<file path="config.mk">
export PLATFORM = sky130hd
export DESIGN_NAME = servo_dispense_ctrl_flat
export DESIGN_NICKNAME = d
export VERILOG_FILES = /design/src/rtl/servo_dispense_ctrl_if.sv /design/src/rtl/servo_dispense_ctrl.sv /design/src/flat_wrapper.sv
export SDC_FILE = /design/constraint.sdc
export NUM_CORES = 1
export LEC_CHECK = 0
export BUFFER_PORTS_ARGS = -buffer_cell sky130_fd_sc_hd__clkbuf_2
export CAP_MARGIN = 5
export CORE_MARGIN = 2
export CORE_UTILIZATION = 55
export DETAILED_ROUTE_END_ITERATION = 6
export HOLD_SLACK_MARGIN = 0.08
export PLACE_DENSITY_LB_ADDON = 0.08
export SYNTH_ARGS = -nofsm -noshare
export SYNTH_HDL_FRONTEND = slang
export SYNTH_SLANG_ARGS = --single-unit
</file>
<file path="constraint.sdc">
create_clock -name clk -period 7.3 [get_ports clk]
set_clock_uncertainty 0.2 [all_clocks]
set_input_delay 0.365 -clock clk [delete_from_list [all_inputs] [get_ports clk]]
set_output_delay 0.365 -clock clk [all_outputs]
set_load 0.02 [all_outputs]
</file>
<file path="src/rtl/servo_dispense_ctrl_if.sv">
// Purpose: request/status bundle between a dispense requester and the servo controller.
// Latency: none, wires only.
// Backpressure: none; the requester watches busy and done.
interface servo_dispense_ctrl_if;
    logic       start;
    logic [3:0] coins;
    logic       abort;
    logic [8:0] angle;
    logic       busy;
    logic       done;
    logic [3:0] dispensed;

    // Requester side: issues jobs and abort, observes servo command and status
    modport master (
        output start, coins, abort,
        input  angle, busy, done, dispensed
    );

    // Controller side
    modport slave (
        input  start, coins, abort,
        output angle, busy, done, dispensed
    );
endinterface

</file>
<file path="src/rtl/servo_dispense_ctrl.sv">
// Purpose: slew-limited servo sequencer pushing N coins (home->push->home per coin) with safe abort.
// Latency: start accepted on the first clk edge in IDLE; each step holds STEP_CYCLES, each end DWELL_CYCLES.
// Backpressure: start is ignored while busy; abort forces an orderly return to home.
module servo_dispense_ctrl #(
    parameter int STEP_CYCLES  = 200000,
    parameter int DWELL_CYCLES = 25000000,
    parameter int HOME_ANGLE   = 0,
    parameter int PUSH_ANGLE   = 90
) (
    input  logic                  clk,
    input  logic                  clr,
    servo_dispense_ctrl_if.slave  bus
);

    localparam logic [2:0] S_IDLE       = 3'd0;
    localparam logic [2:0] S_RAMP_OUT   = 3'd1;
    localparam logic [2:0] S_DWELL_OUT  = 3'd2;
    localparam logic [2:0] S_RAMP_BACK  = 3'd3;
    localparam logic [2:0] S_DWELL_BACK = 3'd4;
    localparam logic [2:0] S_DONE       = 3'd5;

    // Timers count down from N-1 to 0, so they only need to hold N-1.
    localparam int STEP_W  = (STEP_CYCLES  > 1) ? $clog2(STEP_CYCLES)  : 1;
    localparam int DWELL_W = (DWELL_CYCLES > 1) ? $clog2(DWELL_CYCLES) : 1;

    localparam logic [STEP_W-1:0]  STEP_RELOAD  = STEP_W'(STEP_CYCLES - 1);
    localparam logic [DWELL_W-1:0] DWELL_RELOAD = DWELL_W'(DWELL_CYCLES - 1);

    localparam logic [8:0] HOME_A = 9'(HOME_ANGLE);
    localparam logic [8:0] PUSH_A = 9'(PUSH_ANGLE);

    logic [2:0]         state;
    logic [2:0]         state_nxt;
    logic [8:0]         angle_q;
    logic [STEP_W-1:0]  step_cnt;
    logic [DWELL_W-1:0] dwell_cnt;
    logic [3:0]         target;
    logic [3:0]         disp_q;
    logic               abort_flag;

    logic [8:0] goal;
    logic       at_goal;
    logic       step_due;
    logic       dwell_due;
    logic       in_ramp;
    logic       active;
    logic       entering;

    // Goal is push while going out, home otherwise; direction comes from the compare,
    // so a push angle below home ramps downward without special casing.
    assign goal      = (state == S_RAMP_BACK) ? HOME_A : PUSH_A;
    assign at_goal   = (angle_q == goal);
    assign step_due  = (step_cnt == '0);
    assign dwell_due = (dwell_cnt == '0);
    assign in_ramp   = (state == S_RAMP_OUT) || (state == S_RAMP_BACK);
    assign active    = (state == S_RAMP_OUT) || (state == S_DWELL_OUT) ||
                       (state == S_RAMP_BACK) || (state == S_DWELL_BACK);
    assign entering  = (state_nxt != state);

    // Next-state decode; abort only cuts short the outbound half of a coin cycle
    always_comb begin
        state_nxt = state;
        case (state)
            S_IDLE: begin
                if (bus.start) begin
                    state_nxt = (bus.coins != 4'd0) ? S_RAMP_OUT : S_DONE;
                end
            end
            S_RAMP_OUT: begin
                if (bus.abort) begin
                    state_nxt = S_RAMP_BACK;
                end else if (at_goal) begin
                    state_nxt = S_DWELL_OUT;
                end
            end
            S_DWELL_OUT: begin
                if (bus.abort || dwell_due) begin
                    state_nxt = S_RAMP_BACK;
                end
            end
            S_RAMP_BACK: begin
                if (at_goal) begin
                    state_nxt = S_DWELL_BACK;
                end
            end
            S_DWELL_BACK: begin
                if (dwell_due) begin
                    // Live abort counts too: it is being latched on this same edge.
                    if ((disp_q == target) || abort_flag || bus.abort) begin
                        state_nxt = S_DONE;
                    end else begin
                        state_nxt = S_RAMP_OUT;
                    end
                end
            end
            S_DONE:  state_nxt = S_IDLE;
            default: state_nxt = S_IDLE;
        endcase
    end

    // State register
    always_ff @(posedge clk or negedge clr) begin
        if (!clr) begin
            state <= S_IDLE;
        end else begin
            state <= state_nxt;
        end
    end

    // Step and dwell timers: both reload on any state change, otherwise run in their own states
    always_ff @(posedge clk or negedge clr) begin
        if (!clr) begin
            step_cnt  <= '0;
            dwell_cnt <= '0;
        end else if (entering) begin
            step_cnt  <= STEP_RELOAD;
            dwell_cnt <= DWELL_RELOAD;
        end else if (in_ramp) begin
            step_cnt  <= step_due ? STEP_RELOAD : step_cnt - 1'b1;
        end else if ((state == S_DWELL_OUT) || (state == S_DWELL_BACK)) begin
            dwell_cnt <= dwell_cnt - 1'b1;
        end
    end

    // Angle command: one degree toward the goal per expired step, never past it
    always_ff @(posedge clk or negedge clr) begin
        if (!clr) begin
            angle_q <= HOME_A;
        end else if (in_ramp && !entering && step_due && !at_goal) begin
            angle_q <= (angle_q < goal) ? angle_q + 9'd1 : angle_q - 9'd1;
        end
    end

    // Job bookkeeping: target and count on accept, count on a completed push dwell
    always_ff @(posedge clk or negedge clr) begin
        if (!clr) begin
            target <= 4'd0;
            disp_q <= 4'd0;
        end else if ((state == S_IDLE) && bus.start) begin
            target <= bus.coins;
            disp_q <= 4'd0;
        end else if ((state == S_DWELL_OUT) && dwell_due && !bus.abort &&
                     (disp_q != 4'd15)) begin
            disp_q <= disp_q + 4'd1;
        end
    end

    // Abort flag: set by abort in any motion state, cleared as the job returns to IDLE
    always_ff @(posedge clk or negedge clr) begin
        if (!clr) begin
            abort_flag <= 1'b0;
        end else if (state_nxt == S_IDLE) begin
            abort_flag <= 1'b0;
        end else if (active && bus.abort) begin
            abort_flag <= 1'b1;
        end
    end

    assign bus.angle     = angle_q;
    assign bus.busy      = (state != S_IDLE);
    assign bus.done      = (state == S_DONE);
    assign bus.dispensed = disp_q;

endmodule
</file>
<file path="src/flat_wrapper.sv">
// flat-port wrapper written by rule: the top's interface ports become plain ports
module servo_dispense_ctrl_flat 
#(
    parameter int STEP_CYCLES  = 200000,
    parameter int DWELL_CYCLES = 25000000,
    parameter int HOME_ANGLE   = 0,
    parameter int PUSH_ANGLE   = 90
)
  (clk, clr, bus_start, bus_coins, bus_abort, bus_angle, bus_busy, bus_done, bus_dispensed);
  servo_dispense_ctrl_if bus_i ();
  input  logic clk;
  input  logic clr;
  input wire logic [$bits(bus_i.start)-1:0] bus_start;
  input wire logic [$bits(bus_i.coins)-1:0] bus_coins;
  input wire logic [$bits(bus_i.abort)-1:0] bus_abort;
  output wire logic [$bits(bus_i.angle)-1:0] bus_angle;
  output wire logic [$bits(bus_i.busy)-1:0] bus_busy;
  output wire logic [$bits(bus_i.done)-1:0] bus_done;
  output wire logic [$bits(bus_i.dispensed)-1:0] bus_dispensed;
  assign bus_i.start = bus_start;
  assign bus_i.coins = bus_coins;
  assign bus_i.abort = bus_abort;
  assign bus_angle = bus_i.angle;
  assign bus_busy = bus_i.busy;
  assign bus_done = bus_i.done;
  assign bus_dispensed = bus_i.dispensed;
  servo_dispense_ctrl #(.STEP_CYCLES(STEP_CYCLES), .DWELL_CYCLES(DWELL_CYCLES), .HOME_ANGLE(HOME_ANGLE), .PUSH_ANGLE(PUSH_ANGLE)) u_core (.clk(clk), .clr(clr), .bus(bus_i));
endmodule
</file>
==> impl_results.md, run 1 <==
* Via/cell ratio at 5.80
* Final number of hold-violating endpoints at 0
* Syn Area/Cell at 9.39 um^2
* Total Power at 1.23 mW
* CP Capture Type: register
* Die height at 86.3 um
* LEAKAGE at 1.73 nW
* Worst Path Arrival at 4.37 ns
* Type of origin of the critical path: register
* Worst Tran Pin Value at 1.22 ns
* DR top layer: met4
* Drt pass-1 iters at 4
* Most common cell after layout, fill and taps aside: dfrtp_1
* R2R cell count at 13
* Core area at 0.00668 mm^2
* Critical Path RT at 7.37 ns
* Largest net degree at the start of global routing at 65
* Rel. slew slack at 0.175
* Worst path max stage delay at 0.61 ns
* R2R Path Start: u_core.state[1]$_DFF_PN0_
* Vias in the first global route at 2911
* CTS tree: done
* Post-Synthesis Cell Area at 0.00373 mm^2
* RR Endpoint: u_core.bus.angle[8]$_DFFE_PN0P_
* Fin crit period at 4.30 ns
* Power per cell area at 297 mW/mm^2
* Diodes inserted at 0
* Cts hold-fix bufs at 4
* DIE WIDTH at 86.3 um
* Clock Root Buffer: clkbuf_8
* Met2 WL at 3.57 mm
* Gr ovfl total at 0
* Layout Utilization at 0.619
* Ordered cell list for the critical path: nor2b_1 -> nand2_1 -> inv_1 -> ha_1 -> a2111oi_0 -> o21ai_0 -> fa_1 -> a21oi_1 -> o2111ai_1 -> a21o_1 -> a21o_1 -> a21oi_1 -> o22a_1
* Top cell type's share of synthesized area at 0.430
* RSZ-0062 raised after global routing: false
* Type of the worst setup path: register to register
* Critical path peak fanout at 12
* Top post-synthesis cells by area: dfrtp_1 43%, xnor2_1 5.4%, nand2_1 4.9%, ha_1 4.7%, nor2_1 3.8%
* Worst setup margin at 3.00 ns
* Post-CTS Resized at 0
* Hold EP: u_core.target[3]$_DFFE_PN0P_
* Post-Syn Instances at 397
* Clk_lat worst skew at 0.34 ns
* Final setup vio count at 0
* Hold Path Class: input pin to register
* Most frequent cells in the layout: 64 x dfrtp_1, 49 x nand2_1, 38 x nor2_1, 23 x xnor2_1
* Clock Sinks at 64
* Row cnt at 30
* Hold wc startpoint: bus_coins[3]
* Fin crit share at 0.589
* Wire length on met3 at 229 um
* Setup tns final at 0 ns
* Starting DRT DRC Count at 197
* Fmax at 0.233 GHz
* Starting Density at 0.558
* Post-synth net total at 420
* Max-cap violations at 0
* Final Hold Slack at 0.104 ns
* WL/cell at 14.8 um
* CP delay by family, top: compound AO/OA/AOI/OAI gates
* Antenna Nets Post-Route at 0
* I/O pins at 23
* WL final at 7.61 mm
* Total number of vias at 2974
* Sequential share of the synthesized area at 0.430
* Layout area overhead at 10.9%
* Yosys reg bits at 64
* YS warnings at 0
* CTS H-tree depth at 3
* Dpl ws at 3.13 ns
* Main synth FF type: dfrtp_1
* M1 WL at 3.75 mm
* Clock transition at the registers of the reported paths at 0.06 ns
* Routability congestion estimate at 0.815
* CP max stage cell: fa_1
* Layout cells sized above 1 at 0.136
* Worst Setup SP: u_core.state[1]$_DFF_PN0_
* Status: completed
* DIE AREA at 0.00745 mm^2
* Post-synth EDFFs at 0
* Cell type with the highest aggregate area in the netlist: dfrtp_1
* Register-to-register setup slack at 3.00 ns
* CP bufs+invs at 1
* Worst hold path depth at 2
* GRT Total Usage at 0.223
* Port Buf Inserts at 22
* Synth unique cells at 60
* Num CTS Buffers at 9
* Global-route wire length before repair at 13.3 mm
* DP HPWL at 5.29 mm
* CTS Buffer Depth at 2
* Final Max Slew Viols at 0
* Initial antenna violation count at 0
* DR DRC count at 0
* Post-CTS Setup Repair Bufs at 0
* Async S/R FF share, synth at 1.00
* VDD IR max at 196 uV
* Final net count at 451
[report_power, final]
group          leakage [nW]  switching (mW)  internal [mW]
logic                 0.892           0.309          0.177
registers             0.739          0.0565          0.397
clock network        0.0941           0.132          0.156
[layer usage]
metal / track usage / vias to the layer above
li1: - / 1504
met1: 0.303 / 1414
met2: 0.354 / 50
met3: 0.0610 / 6
met4: 0.0625 / 0
met5: 0 / -
[synth_stat cells, types with 6 or more instances]
| master | n |
|---|---|
| a21oi_1 | 14 |
| inv_1 | 15 |
| xor2_1 | 15 |
| nor2_1 | 38 |
| nand3_1 | 10 |
| xnor2_1 | 23 |
| nor3_1 | 17 |
| o31ai_1 | 7 |
| nand2_1 | 49 |
| ha_1 | 14 |
| o21ai_0 | 21 |
| or3_1 | 6 |
| dfrtp_1 | 64 |
| nor4_1 | 17 |
[stage by stage]
| step | instance area [um^2] | instances |
|---|---|---|
| 3_5_place_dp | 3920 | 493 |
| 6_report | 4140 | 513 |
| 5_1_grt | 4140 | 513 |
| 4_1_cts | 4140 | 513 |
| 3_3_place_gp | 3920 | 493 |
| 2_1_floorplan | 3730 | 397 |
[flip-flops by register name (all words and copies together), names as in the netlist]
name / count
u_core.dwell_cnt: 25
u_core.step_cnt: 18
u_core.bus.angle: 9
u_core.bus.dispensed: 4
u_core.target: 4
u_core.state: 3
u_core.abort_flag: 1
[cell type report]
cell class              instances  area [um^2]
fillers                       584         2550
multi-input cells             309         2020
flip-flops and latches         64         1600
repair buffers                 29          173
clock buffers                  12          135
well taps                      80          100
inverters                      15         56.3
clock inverters                 4         45.0
[kinds of logic after synthesis]
group | after synthesis | synth area share
buffers and inverters | 24 | 0.0275
DFF | 64 | 0.430
and+or+nand+nor | 169 | 0.235
muxes | 8 | 0.0232
AOI/OAI and AO/OA | 79 | 0.143
xor gates and xnor gates | 38 | 0.0893
adders and majority gates | 15 | 0.0523
[how the worst max path moves through the flow]
stage,to,depth (start not counted)
finish,u_core.bus.angle[8]$_DFFE_PN0P_,13
global route,u_core.bus.angle[8]$_DFFE_PN0P_,13
CTS,u_core.bus.angle[8]$_DFFE_PN0P_,13
detailed placement,u_core.bus.angle[8]$_DFFE_PN0P_,13
global placement,u_core.bus.angle[8]$_DFFE_PN0P_,13
floorplan,u_core.bus.angle[8]$_DFFE_PN0P_,14
Note: power is estimated with default switching activity, not from simulation.
==> run 2, diff against run 1 <==
clock period = 4.29 ns   (was 7.3 ns; I/O delays follow)
==> impl_results.md, run 2 (synthesis gave the netlist of run 1 again) <==
* Hold Path Class: input pin to register
* GRT Total Usage at 0.229 (+0.00592)
* Max-cap violations at 0 (unchanged)
* CP max stage cell: fa_1
* WL/cell at 15.1 um (+1.7%)
* Clock Root Buffer: clkbuf_8
* Placed cell area at 0.00394 mm^2 (+0.58%)
* Cts hold-fix bufs at 5 (+1)
* Total number of vias at 2984 (+0.34%)
* DIE WIDTH at 86.3 um (unchanged)
* Layout Utilization at 0.630 (+0.0114)
* Sw Pwr at 0.883 mW (+78%)
* CTS H-tree depth at 3 (unchanged)
* Starting Density at 0.558 (unchanged)
* Gr ovfl total at 0 (unchanged)
* Multi-input combinational cell area at 0.00202 mm^2 (unchanged)
* Layout area overhead at 13.0%
* Fin cells at 518 (+0.97%)
* Worst hold path depth at 3 (+1)
* Post-CTS Resized at 0 (unchanged)
* Die height at 86.3 um (unchanged)
* Sw Share at 0.400 (-0.00451)
* Comb power frac at 0.402 (+0.006)
* Num CTS Buffers at 9 (unchanged)
* CTS tree: done
* Largest net degree at the start of global routing at 65 (unchanged)
* Int Power at 1.32 mW (+81%)
* Rel. slew slack at 0.463 (+0.288)
* Status: completed
* Global-route wire length before repair at 13.5 mm (+1.9%)
* CTS Buffer Depth at 2 (unchanged)
* Clock Sinks at 64 (unchanged)
* Type of the worst setup path: register to register
* Register-to-register setup slack at 0.45 ns (-2.56 ns)
* Drt pass-1 iters at 4 (unchanged)
* Clock share of power at 0.263 (+0.028)
* Register area at 0.00160 mm^2 (unchanged)
* Fin crit period at 3.84 ns (-0.454 ns)
* Setup tns final at 0 ns (unchanged)
* Clk_lat worst skew at 0.35 ns (about the same)
* Dpl ws at 0.343 ns (-2.79 ns)
* Most frequent cells in the layout: 64 x dfrtp_1, 49 x nand2_1, 38 x nor2_1, 23 x xnor2_1
* Initial antenna violation count at 0 (unchanged)
* Power per cell area at 524 mW/mm^2 (+76%)
* Largest register FFs at 25 (unchanged)
* Sequential power share at 0.335 (-0.034)
* Starting DRT DRC Count at 193 (-2.0%)
* Fillers at 568 (-2.7%)
* LEAKAGE at 1.76 nW (+2.3%)
* Worst path max stage delay at 0.41 ns (-0.20 ns)
* Fmax at 0.260 GHz (+12%)
* Worst Path Arrival at 3.92 ns (-0.45 ns)
* Ordered cell list for the critical path: nor2b_1 -> nand2_1 -> inv_1 -> ha_1 -> a2111oi_0 -> o21ai_0 -> buf_2 -> fa_1 -> a21oi_1 -> o2111ai_1 -> a21o_1 -> a21o_1 -> a21oi_1 -> o22a_1
* Layout cells sized above 1 at 0.151 (+0.0144)
* DIE AREA at 0.00745 mm^2 (unchanged)
* CP Capture Type: register
* Final setup vio count at 0 (unchanged)
* Row cnt at 30 (unchanged)
* I/O pins at 23 (unchanged)
* Post-CTS Setup Repair Bufs at 0 (unchanged)
* R2R cell count at 14 (+1)
* Worst Tran Pin Value at 0.806 ns (-0.419 ns)
* Fin crit share at 0.896 (+0.307)
* DR DRC count at 0 (unchanged)
* CP bufs+invs at 2 (+1)
* Placed cell count at 496 (+0.61%)
* CP delay by family, top: compound AO/OA/AOI/OAI gates
* Critical path peak fanout at 6 (-6)
* Type of origin of the critical path: register
* VDD IR max at 365 uV (+86%)
* RR Endpoint: u_core.bus.angle[8]$_DFFE_PN0P_
* Routability congestion estimate at 0.807 (-0.94%)
* Most common cell after layout, fill and taps aside: dfrtp_1
* Vias in the first global route at 2924 (+0.45%)
* Final Max Slew Viols at 0 (unchanged)
* End point of the critical path: u_core.bus.angle[8]$_DFFE_PN0P_
* Worst setup margin at 0.447 ns (-2.56 ns)
* Biggest register: u_core.dwell_cnt
* Post-route cell area at 0.00421 mm^2 (+1.8%)
* DP HPWL at 5.33 mm (+0.93%)
* R2R Path Start: u_core.state[2]$_DFF_PN0_
* RSZ-0062 raised after global routing: false
* WL final at 7.81 mm (+2.7%)
* Diodes inserted at 0 (unchanged)
* Final net count at 456 (+1.1%)
* Critical path depth at 14 (+1)
* Critical Path RT at 4.37 ns (-3.00 ns)
* Worst Setup SP: u_core.state[2]$_DFF_PN0_
* Final number of hold-violating endpoints at 0 (unchanged)
* Clock transition at the registers of the reported paths at 0.07 ns (about the same)
* Port Buf Inserts at 22 (unchanged)
* Antenna Nets Post-Route at 0 (unchanged)
* Via/cell ratio at 5.76 (-0.63%)
* Core area at 0.00668 mm^2 (unchanged)
run 2: worst min-delay path by stage:
stage	end	startpoint
floorplan	u_core.abort_flag$_DFFE_PN0P_	clr
global placement	u_core.bus.angle[3]$_DFFE_PN0P_	clr
detailed placement	u_core.bus.angle[3]$_DFFE_PN0P_	clr
CTS	u_core.state[1]$_DFF_PN0_	bus_abort
global route	u_core.state[2]$_DFF_PN0_	bus_abort
finish	u_core.state[2]$_DFF_PN0_	bus_abort
run 2: layout make-up:
| type | count | share of cell area |
|---|---|---|
| Clock inverter | 7 | 0.0226 |
| Multi-Input combinational cell | 309 | 0.481 |
| Inverter | 15 | 0.0134 |
| Clock buffer | 9 | 0.0294 |
| Tap cell | 80 | 0.0238 |
| Sequential cell | 64 | 0.380 |
| Timing Repair Buffer | 34 | 0.0499 |
run 2: power groups by stage:
stage	combinational [mW]	clock, mW	sequential [mW]
after global routing	0.991	0.610	0.749
after CTS	0.882	0.594	0.738
after detailed placement	0.873	0	0.749
final	0.886	0.579	0.740
after floorplan	0.676	0	0.736
after global placement	0.854	0	0.746
run 2: worst min-delay path: cells and delay by family:
family / cells / cell delay (ns)
AOI/OAI and AO/OA: 1 / 0.18
and+or+nand+nor: 1 / 0.07
buffers and inverters: 1 / 0.16
run 2: layer usage:
metal	vias up	GRT usage	wire length, um
met5	-	0	0
met4	0	0.122	152
met3	12	0.0371	178
met2	41	0.361	3680
met1	1425	0.305	3800
li1	1506	-	-
run 2: metrics by stage:
step / power [mW] / hold slack (ns)
finish: 2.21 / 0.140
global route: 2.35 / 0.199
detailed placement: 1.62 / 0.240
CTS: 2.21 / 0.128
floorplan: 1.41 / -0.281
global placement: 1.60 / 0.246
